### src/rtl/fifo_ctrl_fsm_param.sv
// fifo_ctrl_fsm_param: control FSM for a FIFO subsystem (RESET/INIT/IDLE/ACTIVE/ERROR).
//   - Thresholds are latched while in INIT. They are checked on INIT exit: ae >= af is illegal.
//   - ACTIVE->IDLE is debounced by IDLE_DLY consecutive all-empty cycles.
//   - FIFO error flags are sticky and accumulate while in ERROR.
//   - ERROR is left only on a rising edge of init.
//   - err_count_o counts ERROR entries and saturates at its maximum value.
// Ports:
//   clk, reset (sync, active-high), init (level)
//   fifo_errors/fifo_empties [NUM_FIFOS]      per-FIFO status inputs
//   af_*_i/ae_*_i -> af_*_o/ae_*_o            threshold inputs and their latched copies
//   state_o (one-hot), idle_out, active_out, error_out, cfg_err_o, err_count_o

// Compares one group of threshold channels; fail is set if any channel has ae >= af.
module fifo_th_chk #(
  parameter int N    = 1,
  parameter int TH_W = 2
) (
  input  logic [N*TH_W-1:0] af,
  input  logic [N*TH_W-1:0] ae,
  output logic              fail
);
  logic [N-1:0] ch_fail;
  for (genvar g = 0; g < N; g++) begin : g_ch
    assign ch_fail[g] = ae[g*TH_W +: TH_W] >= af[g*TH_W +: TH_W];
  end
  assign fail = |ch_fail;
endmodule

module fifo_ctrl_fsm_param #(
  parameter int NUM_FIFOS = 5,
  parameter int NUM_MF    = 1,
  parameter int NUM_VC    = 2,
  parameter int NUM_D     = 1,
  parameter int TH_W      = 2,
  parameter int IDLE_DLY  = 4,
  parameter int ERRCNT_W  = 8
) (
  input  logic                   clk,
  input  logic                   reset,
  input  logic                   init,
  input  logic [NUM_FIFOS-1:0]   fifo_errors,
  input  logic [NUM_FIFOS-1:0]   fifo_empties,
  input  logic [NUM_MF*TH_W-1:0] af_mf_i,
  input  logic [NUM_MF*TH_W-1:0] ae_mf_i,
  input  logic [NUM_VC*TH_W-1:0] af_vc_i,
  input  logic [NUM_VC*TH_W-1:0] ae_vc_i,
  input  logic [NUM_D*TH_W-1:0]  af_d_i,
  input  logic [NUM_D*TH_W-1:0]  ae_d_i,
  output logic [NUM_MF*TH_W-1:0] af_mf_o,
  output logic [NUM_MF*TH_W-1:0] ae_mf_o,
  output logic [NUM_VC*TH_W-1:0] af_vc_o,
  output logic [NUM_VC*TH_W-1:0] ae_vc_o,
  output logic [NUM_D*TH_W-1:0]  af_d_o,
  output logic [NUM_D*TH_W-1:0]  ae_d_o,
  output logic [4:0]             state_o,
  output logic                   idle_out,
  output logic                   active_out,
  output logic [NUM_FIFOS-1:0]   error_out,
  output logic                   cfg_err_o,
  output logic [ERRCNT_W-1:0]    err_count_o
);
  localparam int CNT_W = $clog2(IDLE_DLY + 1);

  typedef enum logic [4:0] {
    S_RESET  = 5'b00001,
    S_INIT   = 5'b00010,
    S_IDLE   = 5'b00100,
    S_ACTIVE = 5'b01000,
    S_ERROR  = 5'b10000
  } state_t;

  state_t                 state_q, state_d;
  logic [NUM_MF*TH_W-1:0] af_mf_q, af_mf_d, ae_mf_q, ae_mf_d;
  logic [NUM_VC*TH_W-1:0] af_vc_q, af_vc_d, ae_vc_q, ae_vc_d;
  logic [NUM_D*TH_W-1:0]  af_d_q, af_d_d, ae_d_q, ae_d_d;
  logic [NUM_FIFOS-1:0]   err_q, err_d;
  logic                   cfg_err_q, cfg_err_d;
  logic [ERRCNT_W-1:0]    err_cnt_q, err_cnt_d;
  logic [CNT_W-1:0]       empty_cnt_q, empty_cnt_d;
  logic                   init_prev_q;
  logic                   enter_err;
  logic                   fail_mf, fail_vc, fail_d, cfg_fail;

  fifo_th_chk #(.N(NUM_MF), .TH_W(TH_W)) u_chk_mf (.af(af_mf_i), .ae(ae_mf_i), .fail(fail_mf));
  fifo_th_chk #(.N(NUM_VC), .TH_W(TH_W)) u_chk_vc (.af(af_vc_i), .ae(ae_vc_i), .fail(fail_vc));
  fifo_th_chk #(.N(NUM_D),  .TH_W(TH_W)) u_chk_d  (.af(af_d_i),  .ae(ae_d_i),  .fail(fail_d));
  assign cfg_fail = fail_mf | fail_vc | fail_d;

  always_comb begin
    state_d     = state_q;
    af_mf_d     = af_mf_q;
    ae_mf_d     = ae_mf_q;
    af_vc_d     = af_vc_q;
    ae_vc_d     = ae_vc_q;
    af_d_d      = af_d_q;
    ae_d_d      = ae_d_q;
    err_d       = err_q;
    cfg_err_d   = cfg_err_q;
    err_cnt_d   = err_cnt_q;
    empty_cnt_d = '0;  // zero outside ACTIVE, so every ACTIVE entry starts fresh
    enter_err   = 1'b0;
    case (state_q)
      S_RESET: state_d = S_INIT;
      S_INIT: begin
        af_mf_d = af_mf_i;
        ae_mf_d = ae_mf_i;
        af_vc_d = af_vc_i;
        ae_vc_d = ae_vc_i;
        af_d_d  = af_d_i;
        ae_d_d  = ae_d_i;
        if (!init) begin
          if (cfg_fail) begin
            state_d   = S_ERROR;
            cfg_err_d = 1'b1;
            enter_err = 1'b1;
          end else begin
            state_d = S_IDLE;
          end
        end
      end
      S_IDLE: begin
        if (|fifo_errors) begin
          state_d   = S_ERROR;
          err_d     = err_q | fifo_errors;
          enter_err = 1'b1;
        end else if (init) begin
          state_d = S_INIT;
        end else if (fifo_empties != '1) begin
          state_d = S_ACTIVE;
        end
      end
      S_ACTIVE: begin
        if (|fifo_errors) begin
          state_d   = S_ERROR;
          err_d     = err_q | fifo_errors;
          enter_err = 1'b1;
        end else if (init) begin
          state_d = S_INIT;
        end else if (&fifo_empties) begin
          if (empty_cnt_q == CNT_W'(IDLE_DLY - 1)) state_d = S_IDLE;
          else empty_cnt_d = empty_cnt_q + CNT_W'(1);
        end
      end
      S_ERROR: begin
        // Only a 0->1 transition of init recovers; a level held across entry does not.
        if (init && !init_prev_q) begin
          state_d   = S_INIT;
          err_d     = '0;
          cfg_err_d = 1'b0;
        end else begin
          err_d = err_q | fifo_errors;
        end
      end
      default: state_d = S_RESET;
    endcase
    if (enter_err && err_cnt_q != '1) err_cnt_d = err_cnt_q + ERRCNT_W'(1);
  end

  always_ff @(posedge clk) begin
    if (reset) begin
      state_q     <= S_RESET;
      af_mf_q     <= '0;
      ae_mf_q     <= '0;
      af_vc_q     <= '0;
      ae_vc_q     <= '0;
      af_d_q      <= '0;
      ae_d_q      <= '0;
      err_q       <= '0;
      cfg_err_q   <= 1'b0;
      err_cnt_q   <= '0;
      empty_cnt_q <= '0;
      init_prev_q <= 1'b0;
    end else begin
      state_q     <= state_d;
      af_mf_q     <= af_mf_d;
      ae_mf_q     <= ae_mf_d;
      af_vc_q     <= af_vc_d;
      ae_vc_q     <= ae_vc_d;
      af_d_q      <= af_d_d;
      ae_d_q      <= ae_d_d;
      err_q       <= err_d;
      cfg_err_q   <= cfg_err_d;
      err_cnt_q   <= err_cnt_d;
      empty_cnt_q <= empty_cnt_d;
      init_prev_q <= init;
    end
  end

  assign state_o     = state_q;
  assign idle_out    = (state_q == S_IDLE);
  assign active_out  = (state_q == S_ACTIVE);
  assign error_out   = err_q;
  assign cfg_err_o   = cfg_err_q;
  assign err_count_o = err_cnt_q;
  assign af_mf_o     = af_mf_q;
  assign ae_mf_o     = ae_mf_q;
  assign af_vc_o     = af_vc_q;
  assign ae_vc_o     = ae_vc_q;
  assign af_d_o      = af_d_q;
  assign ae_d_o      = ae_d_q;
endmodule

### config.mk
export PLATFORM = sky130hd
export DESIGN_NAME = fifo_ctrl_fsm_param
export DESIGN_NICKNAME = d
export VERILOG_FILES = /design/src/rtl/fifo_ctrl_fsm_param.sv
export SDC_FILE = /design/constraint.sdc
export NUM_CORES = 1
export LEC_CHECK = 0
export ABC_CLOCK_PERIOD_IN_PS = 2400
export CORE_MARGIN = 2
export CORE_UTILIZATION = 41
export CTS_BUF_LIST = sky130_fd_sc_hd__clkbuf_16
export DETAILED_ROUTE_END_ITERATION = 16
export GPL_TIMING_DRIVEN = 0
export PLACE_DENSITY = 0.74
export SYNTH_ARGS = -nofsm -noshare
export SYNTH_HDL_FRONTEND = slang
export SYNTH_SLANG_ARGS = --single-unit
### constraint.sdc
create_clock -name clk -period 2.4 [get_ports clk]
set_clock_uncertainty 0.05 [all_clocks]
set_input_delay 0.36 -clock clk [delete_from_list [all_inputs] [get_ports clk]]
set_output_delay 0.36 -clock clk [all_outputs]
set_load 0.03 [all_outputs]
==> results of run 1 <==
[cell usage in the layout, fill, tap and decap left out, types with 2 or more instances in the layout]
cell and n:
clkdlybuf4s50_1 52, nand2_1 39, dfxtp_1 39, a21oi_1 27, inv_1 18, nor2_1 16
ha_1 10, clkbuf_1 9, dlymetal6s2s_1 9, nand2b_1 7, nor2b_1 7, nand3_1 5
o21ai_0 5, nand4_1 5, mux2_2 5, clkbuf_16 5, nor3_1 4, and3_1 4
dlygate4sd2_1 4, nor2_2 3, or4_4 3, nor4_1 3, clkinv_2 3, buf_4 3
xnor2_1 2, a31o_2 2
[layout make-up]
cell class | instances | area, um2
flip-flops and latches | 39 | 780.7
well taps | 52 | 65.06
repair buffers | 68 | 690.7
clock inverters | 3 | 15.01
plain buffers | 11 | 50.05
inverters | 18 | 67.56
multi-input cells | 170 | 1066
fillers | 406 | 1584
clock buffers | 5 | 125.1
[kinds of logic (layout without fill, tap and decap cells)]
kind of cell             count (synthesis)  count (layout)  share of synthesized area
AO/OA/AOI/OAI                           49              49                     0.1558
XOR/XNOR                                 3               3                    0.01369
AND/OR/NAND/NOR                        100             100                     0.2536
buffers and inverters                   29             105                    0.05801
adder cells (fa/ha/maj)                 11              11                    0.07171
multiplexers                             7               7                    0.04041
flip-flops                              39              39                     0.4068
[sequential cells by signal, indices dropped and copies added, names as in the netlist]
| register | flops |
|---|---|
| empty_cnt_q | 3 |
| init_prev_q | 1 |
| ae_d_o | 2 |
| cfg_err_o | 1 |
| err_count_o | 8 |
| error_out | 5 |
| ae_vc_o | 4 |
| af_vc_o | 4 |
| ae_mf_o | 2 |
| af_d_o | 2 |
| state_o | 5 |
| af_mf_o | 2 |
[metal layers]
layer  wire, um  part of all wire
met5          0                 0
met3        217             0.044
met4         51             0.010
met1       2244              0.46
met2       2388              0.49
[per-stage QoR]
stage	setup WS, ns	setup TNS [ns]	power [uW]	util
after floorplan	0.08451	0	883.3	-
after global placement	-0.5514	-5.409	1017	0.5929
after detailed placement	-0.5551	-5.520	1021	0.5929
after CTS	0.001442	0	1657	0.6298
after global routing	0.01697	0	1733	0.6436
final	0.08079	0	1652	0.6436
[power groups by stage]
stage | logic [uW] | clock network [uW] | registers [uW]
after global placement | 309 | 0 | 707
after global routing | 350 | 685 | 698
after floorplan | 125 | 0 | 758
final | 320 | 637 | 695
after detailed placement | 312 | 0 | 708
after CTS | 318 | 645 | 694
[worst min-delay path, cell delays in order]
cell	delay, ns
dlymetal6s2s_1	0.11
a21oi_1	0.07
nor2_1	0.07
[how the worst max path moves through the flow]
stage | startpoint | end | slack [ns]
5_1_grt | ae_d_i[0] | err_count_o[3] | 0.02
2_1_floorplan | state_o[1] | err_count_o[0] | 0.08
3_3_place_gp | af_mf_i[1] | err_count_o[0] | -0.55
6_report | fifo_errors[4] | empty_cnt_q[2] | 0.08
3_5_place_dp | af_mf_i[1] | err_count_o[0] | -0.56
4_1_cts | ae_d_i[1] | err_count_o[2] | 0.001
[cells in the mapped netlist (all sizes together), types with 2 or more instances]
cell / n / area share
o21ai: 5 / 0.013
nor3: 4 / 0.010
a31o: 2 / 0.0091
nor4: 3 / 0.0098
buf: 2 / 0.0052
a21oi: 28 / 0.073
nand2b: 7 / 0.023
clkbuf: 9 / 0.018
nor2b: 7 / 0.023
mux2: 6 / 0.035
and3: 4 / 0.013
or4: 4 / 0.022
xnor2: 2 / 0.0091
nand3: 6 / 0.016
nand2: 39 / 0.076
nand4: 5 / 0.016
ha: 11 / 0.072
inv: 18 / 0.035
dfxtp: 39 / 0.41
nor2: 19 / 0.037
[what timing repair did]
| item | in CTS | in global routing |
|---|---|---|
| pin swaps | 3 | 7 |
| resized for setup | 11 | 17 |
| gates cloned | 1 | 0 |
| setup buffers | 0 | 2 |
| setup endpoints to repair | 12 | 12 |
| hold buffers | 0 | 0 |
==> metrics, run 1 <==
DRC errors left=0; Netlist Area Pre-Place=1919 um2; Primary FF master, synth=dfxtp_1; DRC marker count from the first detailed-route iteration=91; final WL=4.901 mm; HPWL after DPL=3.536 mm; syn_area_per_cell=8.064 um2; reg2reg start=state_o[1]; Buf/Inv on CP=1; Hold Path Depth=3; gr ovfl total=0; Slowest cell on crit path=or4_4; nets@finish=353; Gate power share=0.194; fmax=431.2 MHz; share of layout cells above drive strength 1=0.1083; Max IR drop VDD=0.0003597 V; area grow syn2layout=49.02%; Final Cell Area=2860 um2; Antenna Cells=0; drt via density=5.087; met1 GRT Util=0.2522; sink of the worst hold path=error_out[2]; Final Max Tran Viols=0; Top cell by count, worst path=or4_4; GR peak layer=met2; CP max FO=3; met2 usage=0.3007; clk sinks=39; H-tree levels=2; number of synthesized flops with an enable pin=0; CP Cell Sequence=clkdlybuf4s50_1 -> or4_4 -> or4_4 -> or4_4 -> nor2_2; routability cong.=0.8006; Initial Util=0.4319; Ys Warns=0; R2R Setup Slk=0.15 ns; crit path capture type=flop; max cap viols=0; Seq cells post-synth=39; Root Buffer=clkbuf_16; Cell Rows=24; via count=1862; Slowest Stage Delay on Critical Path=0.57 ns; Worst Max-Slew Pin Slew=0.6035 ns; Placed Area=2635 um2; CP required=2.57 ns; number of routed nets with antenna violations=0; TritonRoute pass-1 iters=4; TritonCTS clock tree=yes; post-route minimum period=2.319 ns; Cell variety after synth=39; Setup CP Type=input port to flop; Leak=0.001178 uW; Startpoint Class=input port; first-pass GRT wire length=7.824 mm; power share of the sequential group=0.421; fin crit share=0.9663; GR Util met3=0.04722; vias in the first global route=1697; num ports=66; final setup vio count=0; area of the placeable core=4444 um2; Mapped Nets=278; Clk pwr share=0.385; Die H=72.42 um; initial antenna violation count=0; Port Buffer Count=65; arrival time of the worst setup path=2.49 ns; wire per inst=13.39 um; R2R depth=5; die area=5245 um2; switching power share of the total=0.2746; status=finished, final reports clean; worst skew pair latency=0.28 ns; Die W=72.42 um; Seq/Total Area, Yosys=0.4068; largest net degree at the start of global routing=13; Clock transition at path regs=0.06 ns; PwrDens=577.5 nW/um2; Final Hold Slack=0.3114 ns; Non-Filler Instances=366; CP top delay family=simple AND/OR/NAND/NOR gates; Pint=1198 uW; DP Cell Count=355; r2r endpoint=err_count_o[0]; CTS Buffer Depth=2; min-delay src=fifo_errors[2]; post-synthesis async set-or-reset flop share=0; P_sw=453.6 uW; Final Hold Violating Endpoints=0; Cells after Synth=238; worst rel slew slack=0.5940; worst min path class=input port to flop; global-route total usage across every layer=0.1888; TritonCTS buffer count=5; critical path depth=5; RSZ-0062 raised after global routing=false
No activity file was read; power rests on OpenSTA's default activity.
==> inputs of run 2 (changes only) <==
--- a/config.mk
+++ b/config.mk
@@ -12,6 +12,7 @@
 export DETAILED_ROUTE_END_ITERATION = 16
 export GPL_TIMING_DRIVEN = 0
 export PLACE_DENSITY = 0.74
+export SKIP_CTS_REPAIR_TIMING = 1
 export SYNTH_ARGS = -nofsm -noshare
 export SYNTH_HDL_FRONTEND = slang
 export SYNTH_SLANG_ARGS = --single-unit
==> run 2 against run 1 <==
Compared with the run above:
- power is 0.17% lower
- non-clock buffer count unchanged
- flip-flop and latch count is the same
- critical endpoint is now err_count_o[4]
- largest power group unchanged
- via count grew 0.81%
- critical path type unchanged
==> metrics, run 2 (synthesis gave the netlist of run 1 again) <==
status=finished, final reports clean (unchanged); via count=1877 (was 1862); largest net degree at the start of global routing=13 (unchanged); Die H=72.42 um (unchanged); Buf/Inv on CP=2 (was 1); crit path capture type=flop (unchanged); HPWL after DPL=3.536 mm (unchanged); CP top delay family=compound AO/OA/AOI/OAI gates (was simple AND/OR/NAND/NOR gates); Antenna Cells=0 (unchanged); Initial Util=0.4319 (unchanged); P_sw=448.0 uW (was 453.6 uW); area grow syn2layout=49.61% (was 49.02%); num ports=66 (unchanged); Cell Rows=24 (unchanged); max cap viols=0 (unchanged); DRC marker count from the first detailed-route iteration=96 (was 91); routability cong.=0.8006 (unchanged); Clock transition at path regs=0.06 ns (about the same); FF+latch area=780.7 um2 (unchanged); wire per inst=13.35 um (was 13.39 um); Final Cell Area=2872 um2 (was 2860 um2); Slowest cell on crit path=clkdlybuf4s50_1 (was or4_4); first-pass GRT wire length=7.569 mm (was 7.824 mm); Max IR drop VDD=0.0003571 V (was 0.0003597 V); initial antenna violation count=0 (unchanged); Final Hold Violating Endpoints=0 (unchanged); post-route minimum period=2.310 ns (was 2.319 ns); CP Cell Sequence=clkdlybuf4s50_1 -> ha_1 -> or4_1 -> a221oi_2 -> a311o_1 -> buf_6 -> a21oi_1 -> mux2_2 (was clkdlybuf4s50_1 -> or4_4 -> or4_4 -> or4_4 -> nor2_2); global-route total usage across every layer=0.1824 (was 0.1888); area of the placeable core=4444 um2 (unchanged); share of layout cells above drive strength 1=0.1051 (was 0.1083); Pint=1201 uW (was 1198 uW); setup tns final=0 ns (unchanged); RSZ-0062 raised after global routing=false (unchanged); Setup CP Type=input port to flop (unchanged); Worst Max-Slew Pin Slew=0.5852 ns (was 0.6035 ns); final WL=4.887 mm (was 4.901 mm); Slowest Stage Delay on Critical Path=0.44 ns (was 0.57 ns); Fill cells=403 (was 406); Die W=72.42 um (unchanged); nets@finish=353 (unchanged); worst skew pair latency=0.28 ns (about the same); die area=5245 um2 (unchanged); TritonRoute pass-1 iters=4 (unchanged); Leak=0.001219 uW (was 0.001178 uW); number of routed nets with antenna violations=0 (unchanged); Non-Filler Instances=366 (unchanged); final setup vio count=0 (unchanged); commonest non-fill, non-tap cell in the layout=clkdlybuf4s50_1 (unchanged); vias in the first global route=1687 (was 1697); TritonCTS clock tree=yes (unchanged); PwrDens=574.3 nW/um2 (was 577.5 nW/um2); H-tree levels=2 (unchanged); worst rel slew slack=0.6062 (was 0.5940); Root Buffer=clkbuf_16 (unchanged); power share of the sequential group=0.422 (was 0.421); most frequent cells in the layout=clkdlybuf4s50_1 (52), nand2_1 (39), dfxtp_1 (39) (unchanged); CTS Buffer Depth=2 (unchanged); max reg flops=8 (unchanged); drt via density=5.128 (was 5.087); CP required=2.52 ns (was 2.57 ns); Placed Area=2635 um2 (unchanged); Port Buffer Count=65 (unchanged); DP Cell Count=355 (unchanged); Startpoint Class=input port (unchanged); worst min path class=input port to flop (unchanged); switching power share of the total=0.2717 (was 0.2746); DRC errors left=0 (unchanged); CP max FO=5 (was 3); clk sinks=39 (unchanged); fmax=432.8 MHz (was 431.2 MHz); multi-input combinational cell area=1059 um2 (was 1066 um2); gr ovfl total=0 (unchanged); Final Max Tran Viols=0 (unchanged); fin crit share=0.9626 (was 0.9663); Gate power share=0.196 (was 0.194); TritonCTS buffer count=5 (unchanged); arrival time of the worst setup path=2.43 ns (was 2.49 ns); Clk pwr share=0.382 (was 0.385)
run 2: per-layer routing:
layer,part of all wire,vias up,GRT usage,wire length [um]
met3,0.045,5,0.04722,222
met2,0.51,46,0.3038,2470
met1,0.44,857,0.2315,2143
met4,0.010,0,0.05761,51
li1,-,969,-,-
met5,0,-,0,0
run 2: layout make-up:
type,instances,area share
buffer,11,0.01743
clock buffer,5,0.04357
clock inverter,3,0.005229
inverter,18,0.02353
multi-input combinational,170,0.3686
sequential,39,0.2719
tap,52,0.02266
timing repair buffer,68,0.2471
run 2: final timing paths:
check | from | endpoint | slack [ns] | cells past startpoint
setup / recovery | ae_d_i[1] | err_count_o[4] | 0.09 | 8
hold reg to reg | empty_cnt_q[0] | empty_cnt_q[0] | 0.38 | 1
hold / removal | fifo_errors[2] | error_out[2] | 0.32 | 3
setup reg to reg | state_o[4] | err_count_o[4] | 0.17 | 7
run 2: per-stage QoR:
step                setup slack [ns]  utilization  hold WS (ns)  total power (uW)
floorplan                    0.08451            -        0.3460             883.3
global placement             -0.5514       0.5929        0.3564              1017
detailed placement           -0.5551       0.5929        0.3757              1021
CTS                          -0.2606       0.6244        0.3835              1654
global route                0.006191       0.6461        0.3217              1734
finish                       0.08970       0.6461        0.3161              1649
run 2: worst reg2reg max path, cell delays in order, from the launching register on:
cell and delay, ns:
dfxtp_1 0.32, clkbuf_1 0.23, nor2_2 0.19, nand3_2 0.19, a311o_1 0.44, buf_6 0.16, a21oi_1 0.18, mux2_2 0.35
run 2: power groups by stage:
stage,Clock (uW),Combinational (uW),Sequential (uW)
2_1_floorplan,0,125,758
3_3_place_gp,0,309,707
3_5_place_dp,0,312,708
4_1_cts,645,314,694
5_1_grt,683,354,698
6_report,630,324,696
